--- config.mk ---
export PLATFORM = sky130hd
export DESIGN_NAME = layer_sequencer
export DESIGN_NICKNAME = d
export VERILOG_FILES = /design/src/rtl/layer_sequencer.sv
export SDC_FILE = /design/constraint.sdc
export NUM_CORES = 1
export LEC_CHECK = 0
export CAP_MARGIN = 25
export CORE_UTILIZATION = 50
export CTS_BUF_LIST = sky130_fd_sc_hd__clkbuf_8 sky130_fd_sc_hd__clkbuf_16
export CTS_CLUSTER_DIAMETER = 40
export DETAILED_ROUTE_END_ITERATION = 10
export PLACE_DENSITY = 0.75
export SYNTH_ARGS = -nofsm -noshare
export SYNTH_HDL_FRONTEND = slang
export SYNTH_SLANG_ARGS = --single-unit
--- constraint.sdc ---
create_clock -name clk -period 5.88 [get_ports clk]
set_clock_uncertainty 0.2 [all_clocks]
set_input_delay 1.176 -clock clk [delete_from_list [all_inputs] [get_ports clk]]
set_output_delay 1.176 -clock clk [all_outputs]
set_load 0.02 [all_outputs]
--- src/rtl/layer_sequencer.sv ---
// Layer sequencer: walks inputs and weights for groups of NU_COUNT neural units, then writes the group results.
// Optional feature: define SEQ_PERF_CNT_EN to enable the busy-cycle counter on cycle_count.
module layer_sequencer #(
  parameter int NU_COUNT = 4,
  parameter int ADDR_W   = 12,
  parameter int ACC_LAT  = 2,
  localparam int SEL_W   = (NU_COUNT > 1) ? $clog2(NU_COUNT) : 1
) (
  input  logic                clk,
  input  logic                rst_n,
  input  logic                start,
  input  logic [ADDR_W-1:0]   in_count,
  input  logic [ADDR_W-1:0]   out_count,
  input  logic [ADDR_W-1:0]   x_base,
  input  logic [ADDR_W-1:0]   y_base,
  input  logic [ADDR_W-1:0]   w_base,
  output logic [ADDR_W-1:0]   xy_rd_addr,
  output logic [ADDR_W-1:0]   w_rd_addr,
  output logic                mem_rd_en,
  output logic                nu_clear,
  output logic                nu_acc_en,
  output logic [NU_COUNT-1:0] nu_mask,
  output logic [SEL_W-1:0]    out_sel,
  output logic                y_wr_en,
  output logic [ADDR_W-1:0]   y_wr_addr,
  input  logic                y_wr_ready,
  output logic                busy,
  output logic                done,
  output logic [31:0]         cycle_count
);

  localparam int LW = $clog2(NU_COUNT + 1);
  localparam int DW = $clog2(ACC_LAT + 2);

  typedef enum logic [2:0] {S_IDLE, S_CLEAR, S_ACC, S_DRAIN, S_WRITE, S_DONE} state_t;

  state_t            state_r;
  logic [ADDR_W-1:0] n_r;
  logic [ADDR_W-1:0] rem_r;
  logic [ADDR_W-1:0] x_base_r;
  logic [ADDR_W-1:0] y_ptr_r;
  logic [ADDR_W-1:0] w_ptr_r;
  logic [ADDR_W-1:0] i_r;
  logic [DW-1:0]     drain_r;
  logic [LW-1:0]     len_r;

  // Lanes used by a group given the neurons still outstanding.
  function automatic logic [LW-1:0] lane_len(input logic [ADDR_W-1:0] rem);
    if (rem >= ADDR_W'(NU_COUNT)) begin
      lane_len = LW'(NU_COUNT);
    end else begin
      lane_len = rem[LW-1:0];
    end
  endfunction

  function automatic logic [NU_COUNT-1:0] lane_mask(input logic [LW-1:0] len);
    for (int j = 0; j < NU_COUNT; j++) begin
      lane_mask[j] = (j < int'(len));
    end
  endfunction

  // Sequencer FSM; every output is registered here.
  always_ff @(posedge clk or negedge rst_n) begin
    if (!rst_n) begin
      state_r    <= S_IDLE;
      n_r        <= '0;
      rem_r      <= '0;
      x_base_r   <= '0;
      y_ptr_r    <= '0;
      w_ptr_r    <= '0;
      i_r        <= '0;
      drain_r    <= '0;
      len_r      <= '0;
      xy_rd_addr <= '0;
      w_rd_addr  <= '0;
      mem_rd_en  <= 1'b0;
      nu_clear   <= 1'b0;
      nu_acc_en  <= 1'b0;
      nu_mask    <= '0;
      out_sel    <= '0;
      y_wr_en    <= 1'b0;
      y_wr_addr  <= '0;
      busy       <= 1'b0;
      done       <= 1'b0;
    end else begin
      nu_acc_en <= mem_rd_en;
      case (state_r)
        S_IDLE: begin
          if (start) begin
            n_r      <= in_count;
            rem_r    <= out_count;
            x_base_r <= x_base;
            y_ptr_r  <= y_base;
            w_ptr_r  <= w_base;
            busy     <= 1'b1;
            if ((in_count == '0) || (out_count == '0)) begin
              done    <= 1'b1;
              state_r <= S_DONE;
            end else begin
              nu_clear <= 1'b1;
              len_r    <= lane_len(out_count);
              nu_mask  <= lane_mask(lane_len(out_count));
              state_r  <= S_CLEAR;
            end
          end
        end
        S_CLEAR: begin
          nu_clear   <= 1'b0;
          mem_rd_en  <= 1'b1;
          xy_rd_addr <= x_base_r;
          w_rd_addr  <= w_ptr_r;
          w_ptr_r    <= w_ptr_r + ADDR_W'(1);
          i_r        <= '0;
          state_r    <= S_ACC;
        end
        S_ACC: begin
          if (i_r == n_r - ADDR_W'(1)) begin
            mem_rd_en <= 1'b0;
            if (ACC_LAT == 0) begin
              y_wr_en   <= 1'b1;
              out_sel   <= '0;
              y_wr_addr <= y_ptr_r;
              state_r   <= S_WRITE;
            end else begin
              drain_r <= '0;
              state_r <= S_DRAIN;
            end
          end else begin
            i_r        <= i_r + ADDR_W'(1);
            xy_rd_addr <= xy_rd_addr + ADDR_W'(1);
            w_rd_addr  <= w_ptr_r;
            w_ptr_r    <= w_ptr_r + ADDR_W'(1);
          end
        end
        S_DRAIN: begin
          if (drain_r == DW'(ACC_LAT - 1)) begin
            y_wr_en   <= 1'b1;
            out_sel   <= '0;
            y_wr_addr <= y_ptr_r;
            state_r   <= S_WRITE;
          end else begin
            drain_r <= drain_r + DW'(1);
          end
        end
        S_WRITE: begin
          // Outputs hold untouched while the write port stalls.
          if (y_wr_ready) begin
            y_ptr_r <= y_ptr_r + ADDR_W'(1);
            if (LW'(out_sel) == len_r - LW'(1)) begin
              y_wr_en <= 1'b0;
              out_sel <= '0;
              if (rem_r > ADDR_W'(NU_COUNT)) begin
                rem_r    <= rem_r - ADDR_W'(NU_COUNT);
                len_r    <= lane_len(rem_r - ADDR_W'(NU_COUNT));
                nu_mask  <= lane_mask(lane_len(rem_r - ADDR_W'(NU_COUNT)));
                nu_clear <= 1'b1;
                state_r  <= S_CLEAR;
              end else begin
                nu_mask <= '0;
                done    <= 1'b1;
                state_r <= S_DONE;
              end
            end else begin
              out_sel   <= out_sel + SEL_W'(1);
              y_wr_addr <= y_wr_addr + ADDR_W'(1);
            end
          end
        end
        S_DONE: begin
          done    <= 1'b0;
          busy    <= 1'b0;
          state_r <= S_IDLE;
        end
        default: begin
          mem_rd_en <= 1'b0;
          nu_clear  <= 1'b0;
          y_wr_en   <= 1'b0;
          nu_mask   <= '0;
          done      <= 1'b0;
          busy      <= 1'b0;
          state_r   <= S_IDLE;
        end
      endcase
    end
  end

`ifdef SEQ_PERF_CNT_EN
  logic [31:0] cycle_count_r;

  // Busy-cycle counter, restarted by each accepted start.
  always_ff @(posedge clk or negedge rst_n) begin
    if (!rst_n) begin
      cycle_count_r <= 32'd0;
    end else if ((state_r == S_IDLE) && start) begin
      cycle_count_r <= 32'd0;
    end else if (busy) begin
      cycle_count_r <= cycle_count_r + 32'd1;
    end
  end

  assign cycle_count = cycle_count_r;
`else
  assign cycle_count = 32'd0;
`endif

endmodule

# Yosys cells after proc, flatten, opt, wreduce, memory -nomap -nowiden
# Cells that the tools add are included.
# word_totals
elab_cells	170
reg_bits	128
# op_classes
add_sub_neg	10
reduce_logical	31
magnitude_cmp	11
n_eq_ne	20
bitwise	6
n_mux	72
# ops
cell	n
two-way mux 12 bit	14
one-hot mux 12 bit (2 select lines)	6
adder 12 x 1 -> 12 bit, second input constant	5
two-way mux 3 bit	16
one-hot mux 12 bit (3 select lines)	1
>= comparator 12 x 3 -> 1 bit, second input constant	2
logical NOT 12 bit	2
inequality test 2 bit, second input constant	12
two-way mux 4 bit	5
AND reduction 6 bit	3
OR reduction 4 bit	4
two-way mux 1 bit	15
one-hot mux 3 bit (5 select lines)	1
AND reduction 5 bit	3
== test 12 bit	1
> comparator 12 x 3 -> 1 bit, second input constant	1
< comparator 1 x 3 -> 1 bit, first input constant	4
< comparator 2 x 3 -> 1 bit, first input constant	4
one-hot mux 1 bit (3 select lines)	4
one-hot mux 4 bit (3 select lines)	1
AND reduction 3 bit	4
subtractor 12 x 1 -> 12 bit, second input constant	1
subtractor 12 x 3 -> 12 bit, second input constant	1
two-way mux 2 bit	5
other kinds (18)	35

# Logic depth before layout (Yosys ltp)
# Gate-level depths: netlist of run 1.
# logic_depth
ltp_word	12
depth_mapped	12
depth_no_buf	9

# Least setup slack after synthesis of run 1
# No wires, ideal clock.
# synth_path
path_type	reg2reg
startpoint	reg n_r[0]
endpoint	reg w_rd_addr[10]
setup_ps	128
arrival_ps	2800
synth_period_minus_slack_ps	3128
stages_incl_launch_ff	11
required_time_ps	5552
slack_ps	2752
path_cell_list	dfrtp_1 buf_2 inv_1 ha_1 buf_2 nor4b_1 nor4b_1 o211ai_4 a21oi_4 buf_6 mux2_1
# synth_via
elab_chain_cells	4
# synth_lines
element	line	text
start: declaration	38	logic [ADDR_W-1:0] n_r;
start signal: assignment	90	n_r <= in_count;
subtractor 12 x 1 -> 12 bit	117	if (i_r == n_r - ADDR_W'(1)) begin
== test 12 bit	117	
inequality test 2 bit (no line)	n/a	
AND reduction 2 bit (no line)	n/a	
end signal: assignment	111	w_rd_addr <= w_ptr_r;
end signal: assignment	131	w_rd_addr <= w_ptr_r;
end: declaration	18	output logic [ADDR_W-1:0] w_rd_addr,
# Every way passes these cells.
# A chain may end at the register's enable or synchronous reset.

# Worst setup path after layout of run 1
# layout_path
startpoint	reg n_r[0]
endpoint	reg w_rd_addr[6]
# The elaborated chain is that of the path after synthesis.

==> results of run 1 <==
## routing by layer
layer | part of all wire | track usage | routed length, um
met5 | 0 | 0 | 0
met4 | 0.016 | 0.08263 | 309
met3 | 0.055 | 0.05525 | 1077
met2 | 0.48 | 0.4076 | 9438
met1 | 0.45 | 0.3354 | 8810
## where the power goes
group | switching (mW) | internal, mW
registers | 0.497 | 1.29
logic | 1.38 | 1.11
clock network | 0.411 | 0.776
total | 2.28 | 3.18
## cell families after synthesis
group                      share of synthesized area
adders and majority gates                    0.01927
and+or+nand+nor                               0.2035
muxes                                        0.06907
AOI/OAI and AO/OA                             0.2035
other                                      0.0004814
DFF                                           0.4112
buffers and inverters                        0.07051
xor gates and xnor gates                     0.02249
## through the flow
step	hold slack (ps)	utilization	instances
after detailed placement	260.2	0.5833	1143
after global placement	250.5	0.5833	1143
after floorplan	245.0	-	919
after CTS	278.5	0.6268	1175
after global routing	299.9	0.6268	1175
final	283.8	0.6268	1175
## final cells by class
type	count	area share
inverter	25	0.009848
sequential	128	0.3361
multi-input combinational	682	0.4364
tap	188	0.02468
clock buffer	19	0.04753
timing repair buffer	120	0.1234
clock inverter	13	0.02193
## placed cells by master, fill, tap and decap left out, types with 10 or more instances in the layout
| cell | instances |
|---|---|
| buf_4 | 10 |
| nor3_1 | 22 |
| inv_1 | 25 |
| ha_1 | 12 |
| o21ai_0 | 61 |
| nor4_1 | 15 |
| nand3_1 | 42 |
| dfrtp_1 | 128 |
| nand2_1 | 93 |
| nand2b_1 | 18 |
| a31oi_1 | 16 |
| nor2_1 | 59 |
| clkbuf_16 | 17 |
| mux2i_1 | 11 |
| clkdlybuf4s50_1 | 110 |
| xnor2_1 | 14 |
| and3_1 | 15 |
| nand4_1 | 17 |
| a21oi_1 | 76 |
| o22ai_1 | 16 |
| conb_1 | 32 |
| mux2_2 | 35 |
## worst max path at each step
stage                          to  slack (ps)  cells past startpoint
floorplan           w_rd_addr[10]        2750                     10
global placement         len_r[0]        2060                      6
detailed placement   w_rd_addr[2]        1890                      7
CTS                  w_rd_addr[6]        1870                      7
global route           w_ptr_r[1]        1680                     10
finish               w_rd_addr[6]        1860                      7
## worst max-delay path, delay by kind of cell (launching register included)
family / cells / cell delay, ps
AND/OR/NAND/NOR: 2 / 1230
AO/OA/AOI/OAI: 2 / 1120
flip-flops: 1 / 460
multiplexers: 1 / 420
adder cells (fa/ha/maj): 1 / 340
buffers and inverters: 1 / 110
==> results.md, run 1 <==
- Hold_sp: nu_mask[0]
- Worst R2R Path Depth: 7
- # diodes: 0
- Yosys top cell area share: 0.4112
- H-tree Lvls: 4
- Crit path from: n_r[0]
- Pre-antenna DRT Iters: 7
- I/O Buffers: 111
- Setup TNS: 0 ps
- Filler cells: 1319
- Sequential area share after synthesis: 0.4112
- Number of synthesized flops with an enable pin: 0
- Worst Hold Endpoint: nu_mask[0]
- Worst-path fanout max: 27
- CP startpoint kind: flop
- Post-DP Area: 8867 um^2
- Final period demand of the worst path: 4021 ps
- Share of cells above drive strength 1: 0.09220
- Die width: 126.8 um
- CTS Buffer Depth: 2
- Worst R2R Setup Slack: 1860 ps
- Global route overflow: 0
- Resized cells post-CTS: 0
- CTS Root Cell: clkbuf_16
- Worst-path clk slew: 60 ps
- FF-to-FF Start: n_r[0]
- First-pass GRT wire length: 32.33 mm
- Vias in the first global route: 6526
- Placer congestion estimate: 0.8793
- Die H: 126.8 um
- Slew @ Worst Pin: 855.4 ps
- Post-CTS setup buffer count: 0
- Critical path data arrival time: 4130 ps
- Row Count: 45
- DIE AREA: 16080 um^2
- I/O pin total: 144
- Via density: 5.957
- FFs w/ async S/R, synth: 1.000
- Largest net degree at the start of global routing: 62
- Top post-synthesis cells by area: dfrtp_1 (41%), mux2_2 (5.1%), a21oi_1 (4.9%)
- Post-Synthesis Cells: 888
- R2R Path End: w_rd_addr[6]
- Leakage power: 3.954 nW
- Yosys top cell by area: dfrtp_1
- RSZ-0062 raised after global routing: no
- Most frequent cells after synthesis: dfrtp_1 (128), nand2_1 (93), a21oi_1 (76)
- Synthesized area: 7790 um^2
- DRT iter0 DRCs: 657
- GRT Total Usage: 0.2517
- Hold Buf Count CTS: 0
- WS Path Type: reg2reg
- Peak supply drop: 279.2 uV
- Final hold vios: 0
- Unique masters post-synth: 73
- Most common cell on crit path: nor4b_1
- Pwr/cell area: 573.4 nW/um^2
- Final worst path period share: 0.6839
- Tot Pwr: 5.464 mW
- Nets: 1050
- Hold Path Stages: 2
- CTS Sinks: 128
- Post-synth top flop: dfrtp_1
- CP max stage cell: nor4b_1
- Cell with the most instances after synthesis: dfrtp_1
- Max-cap viol count: 0
- Post-DP HPWL: 13.17 mm
- Core ar.: 15200 um^2
- Register Area: 3203 um^2
- Design area: 9529 um^2
- DR vias: 7000
- Multi-input gate area: 4159 um^2
- Synthesis-to-layout area growth: 22.33%
- Worst hold path type: reg2reg
- Effective utilization at floorplan: 0.5124
- Worst EP required: 5990 ps
- Final ANT Viol Nets: 0
- Later-pin clock latency in the skew report: 430 ps
- DR DRC count: 0
- Outcome: finished, final reports clean
- Capturing element type of the critical path: flop
- CTS tree: done
- Slew margin rel.: 0.4270
- YS warnings: 0
- Routed wire length per instance: 16.71 um
- Final WS setup: 1859 ps
- Post-synthesis sequential element count: 128
- CP Cell Sequence: inv_1 > ha_1 > nor4b_1 > nor4b_1 > o211ai_4 > a21oi_4 > mux2_2
- Syn avg cell area: 8.772 um^2
- Initial antenna violation count: 0
- # setup viols final: 0
- Slew Limit Fails: 0
- Max incr delay on CP: 720 ps
- Drt total wl: 19.64 mm
- Dpl ws: 1894 ps
- Peak Freq: 0.2487 GHz
- Clock buffer count from CTS: 17
Power figures use the tool's default switching activity.
==> run 2: changes to the inputs <==
--- a/config.mk
+++ b/config.mk
@@ -6,7 +6,7 @@
 export NUM_CORES = 1
 export LEC_CHECK = 0
 export CAP_MARGIN = 25
-export CORE_UTILIZATION = 50
+export CORE_UTILIZATION = 48
 export CTS_BUF_LIST = sky130_fd_sc_hd__clkbuf_8 sky130_fd_sc_hd__clkbuf_16
 export CTS_CLUSTER_DIAMETER = 40
 export DETAILED_ROUTE_END_ITERATION = 10
==> constraint.sdc (replaced) <==
create_clock -name clk -period 3.3 [get_ports clk]
set_clock_uncertainty 0.2 [all_clocks]
set_input_delay 0.66 -clock clk [delete_from_list [all_inputs] [get_ports clk]]
set_output_delay 0.66 -clock clk [all_outputs]
set_load 0.02 [all_outputs]
==> results.md, run 2 (synthesis gave the netlist of run 1 again) <==
- Outcome: finished, final reports clean
- Final period demand of the worst path: 3090 ps (-931.0 ps)
- Pre-antenna DRT Iters: 6 (-1)
- GRT Total Usage: 0.2546 (+0.002882)
- Util after Layout: 0.6114 (-0.01546)
- Worst-path clk slew: 60 ps (about the same)
- Final ANT Viol Nets: 0 (unchanged)
- Switch share: 0.4199 (+0.001913)
- I/O pin total: 144 (unchanged)
- Buf/Inv on CP: 3 (+2)
- Worst EP required: 3400 ps (-2590 ps)
- Met2 Use GR: 0.4175 (+0.009894)
- Setup TNS: 0 ps (unchanged)
- Pwr/cell area: 1008 nW/um^2 (+76%)
- Max-cap viol count: 0 (unchanged)
- Post-DP HPWL: 13.83 mm (+5.1%)
- Share of cells above drive strength 1: 0.1131 (+0.02090)
- CP max stage cell: or4_1
- Commonest non-fill, non-tap cell in the layout: dfrtp_1
- # diodes: 0 (unchanged)
- Commonest non-fill, non-tap cells in the layout: dfrtp_1 (128), clkdlybuf4s50_1 (110), nand2_1 (93), a21oi_1 (76), o21ai_0 (61)
- Global Route met1 Usage: 0.3329 (-0.002538)
- First-pass GRT wire length: 33.26 mm (+2.9%)
- CP Cell Sequence: inv_1 > ha_2 > nor4b_2 > buf_4 > a211oi_1 > a311oi_1 > a211oi_2 > o211a_1 > buf_4 > or4_1 > mux2i_1
- Combinational share of power: 0.471 (+0.016)
- Peak supply drop: 525.1 uV (+88%)
- Capturing element type of the critical path: flop
- Core ar.: 15890 um^2 (+4.5%)
- NetSw: 4.112 mW (+80%)
- Slew Limit Fails: 0 (unchanged)
- Gr busiest metal: met2
- Initial antenna violation count: 0 (unchanged)
- CTS Sinks: 128 (unchanged)
- CP top delay family: compound AO/OA/AOI/OAI gates
- Die width: 129.4 um (+2.0%)
- Worst hold path type: in2async
- DIE AREA: 16740 um^2 (+4.1%)
- Vias in the first global route: 6644 (+1.8%)
- M3 GR Usage: 0.05367 (-0.001576)
- Effective utilization at floorplan: 0.4904 (-0.02204)
- Die H: 129.4 um (+2.0%)
- Slew margin rel.: 0.4932 (+0.06621)
- Clock Power Share: 0.207 (-0.010)
- Hold Buf Count CTS: 0 (unchanged)
- CTS Root Cell: clkbuf_16
- Max incr delay on CP: 540 ps (-180 ps)
- CTS Buffer Depth: 2 (unchanged)
- Row Count: 46 (+2.2%)
- Largest net degree at the start of global routing: 65 (+4.8%)
- Routed wire length per instance: 16.56 um (-0.88%)
- Nets: 1071 (+2.0%)
- CP startpoint kind: flop
- I/O Buffers: 111 (unchanged)
- Later-pin clock latency in the skew report: 420 ps (about the same)
- Seq pwr share: 0.323 (-0.005)
- Peak Freq: 0.3236 GHz (+30%)
- H-tree Lvls: 4 (unchanged)
- Filler cells: 1377 (+4.4%)
- Final hold vios: 0 (unchanged)
- Leakage power: 4.045 nW (+2.3%)
- Critical path data arrival time: 3190 ps (-940 ps)
- Placer congestion estimate: 0.8920 (+1.4%)
- Worst-path fanout max: 8 (-70%)
- Pint: 5.682 mW (+79%)
- Clock buffer count from CTS: 17 (unchanged)
- CTS tree: done
- DRT iter0 DRCs: 491 (-25%)
- WS Path Type: reg2reg
- # setup viols final: 0 (unchanged)
- Final worst path period share: 0.9364 (+0.2525)
- Slew @ Worst Pin: 760.2 ps (-95.21 ps)
- Global route overflow: 0 (unchanged)
- RSZ-0062 raised after global routing: no
- Via density: 5.846 (-1.9%)
- Most common cell on crit path: buf_4
- DR DRC count: 0 (unchanged)
- Drt total wl: 20.28 mm (+3.2%)
- DR vias: 7156 (+2.2%)
- Synthesis-to-layout area growth: 24.67%
## run 2: worst reg2reg max path, delay by kind of cell (launching register included)
kind,cells,cell delay (ps)
buffers and inverters,3,440
and+or+nand+nor,2,750
muxes,1,130
DFF,1,440
AOI/OAI and AO/OA,4,790
adders and majority gates,1,230
## run 2: power by group through the flow
stage / Combinational [mW] / Clock, mW / Sequential [mW]
global placement: 4.45 / 0 / 3.14
global route: 5.08 / 2.12 / 3.29
detailed placement: 4.55 / 0 / 3.16
finish: 4.61 / 2.02 / 3.16
floorplan: 2.97 / 0 / 3.20
CTS: 4.60 / 2.04 / 3.14
## run 2: repair_timing
item                                    4_1_cts  5_1_grt
setup buffers                                 0        1
gates resized for setup                       0        4
endpoints found under the hold margin         0        0
endpoints found under the setup margin        0       34
## run 2: layout make-up
| cell class | count | area, um^2 | share of cell area |
|---|---|---|---|
| multi-input cells | 682 | 4170 | 0.4294 |
| well taps | 216 | 270.3 | 0.02783 |
| clock buffers | 18 | 439.2 | 0.04522 |
| clock inverters | 14 | 188.9 | 0.01945 |
| repair buffers | 141 | 1346 | 0.1386 |
| inverters | 25 | 93.84 | 0.009662 |
| flip-flops and latches | 128 | 3203 | 0.3298 |
## run 2: per-layer routing
metal  vias to the layer above  routed length (um)
li1                       3401                   -
met1                      3445                8762
met2                       269                9852
met3                        41                1240
met4                         0                 420
met5                         -                   0
## run 2: final timing paths
path                                start    endpoint  slack [ps]  depth (start not counted)
worst max-delay path               n_r[1]     i_r[11]         210                         11
worst min register to register  mem_rd_en   nu_acc_en         260                          0
min in group clk                mem_rd_en   nu_acc_en         260                          0
max in group asynchronous           rst_n  state_r[1]        2120                          2
worst max register to register     n_r[1]     i_r[11]         210                         11
worst min-delay path                rst_n      n_r[4]          20                          1
## run 2: stage by stage
| step | hold WS [ps] | total power, mW | worst slack, ps | cell area (um^2) | instances |
|---|---|---|---|---|---|
| after CTS | 35.21 | 9.791 | 84.90 | 9693 | 1223 |
| after detailed placement | 253.8 | 7.708 | 116.5 | 9065 | 1191 |
| after floorplan | 164.4 | 6.176 | 172.3 | 7906 | 919 |
| after global routing | 55.08 | 10.48 | 16.41 | 9712 | 1224 |
| final | 21.99 | 9.794 | 209.8 | 9712 | 1224 |
| after global placement | 252.2 | 7.590 | 214.6 | 9065 | 1191 |
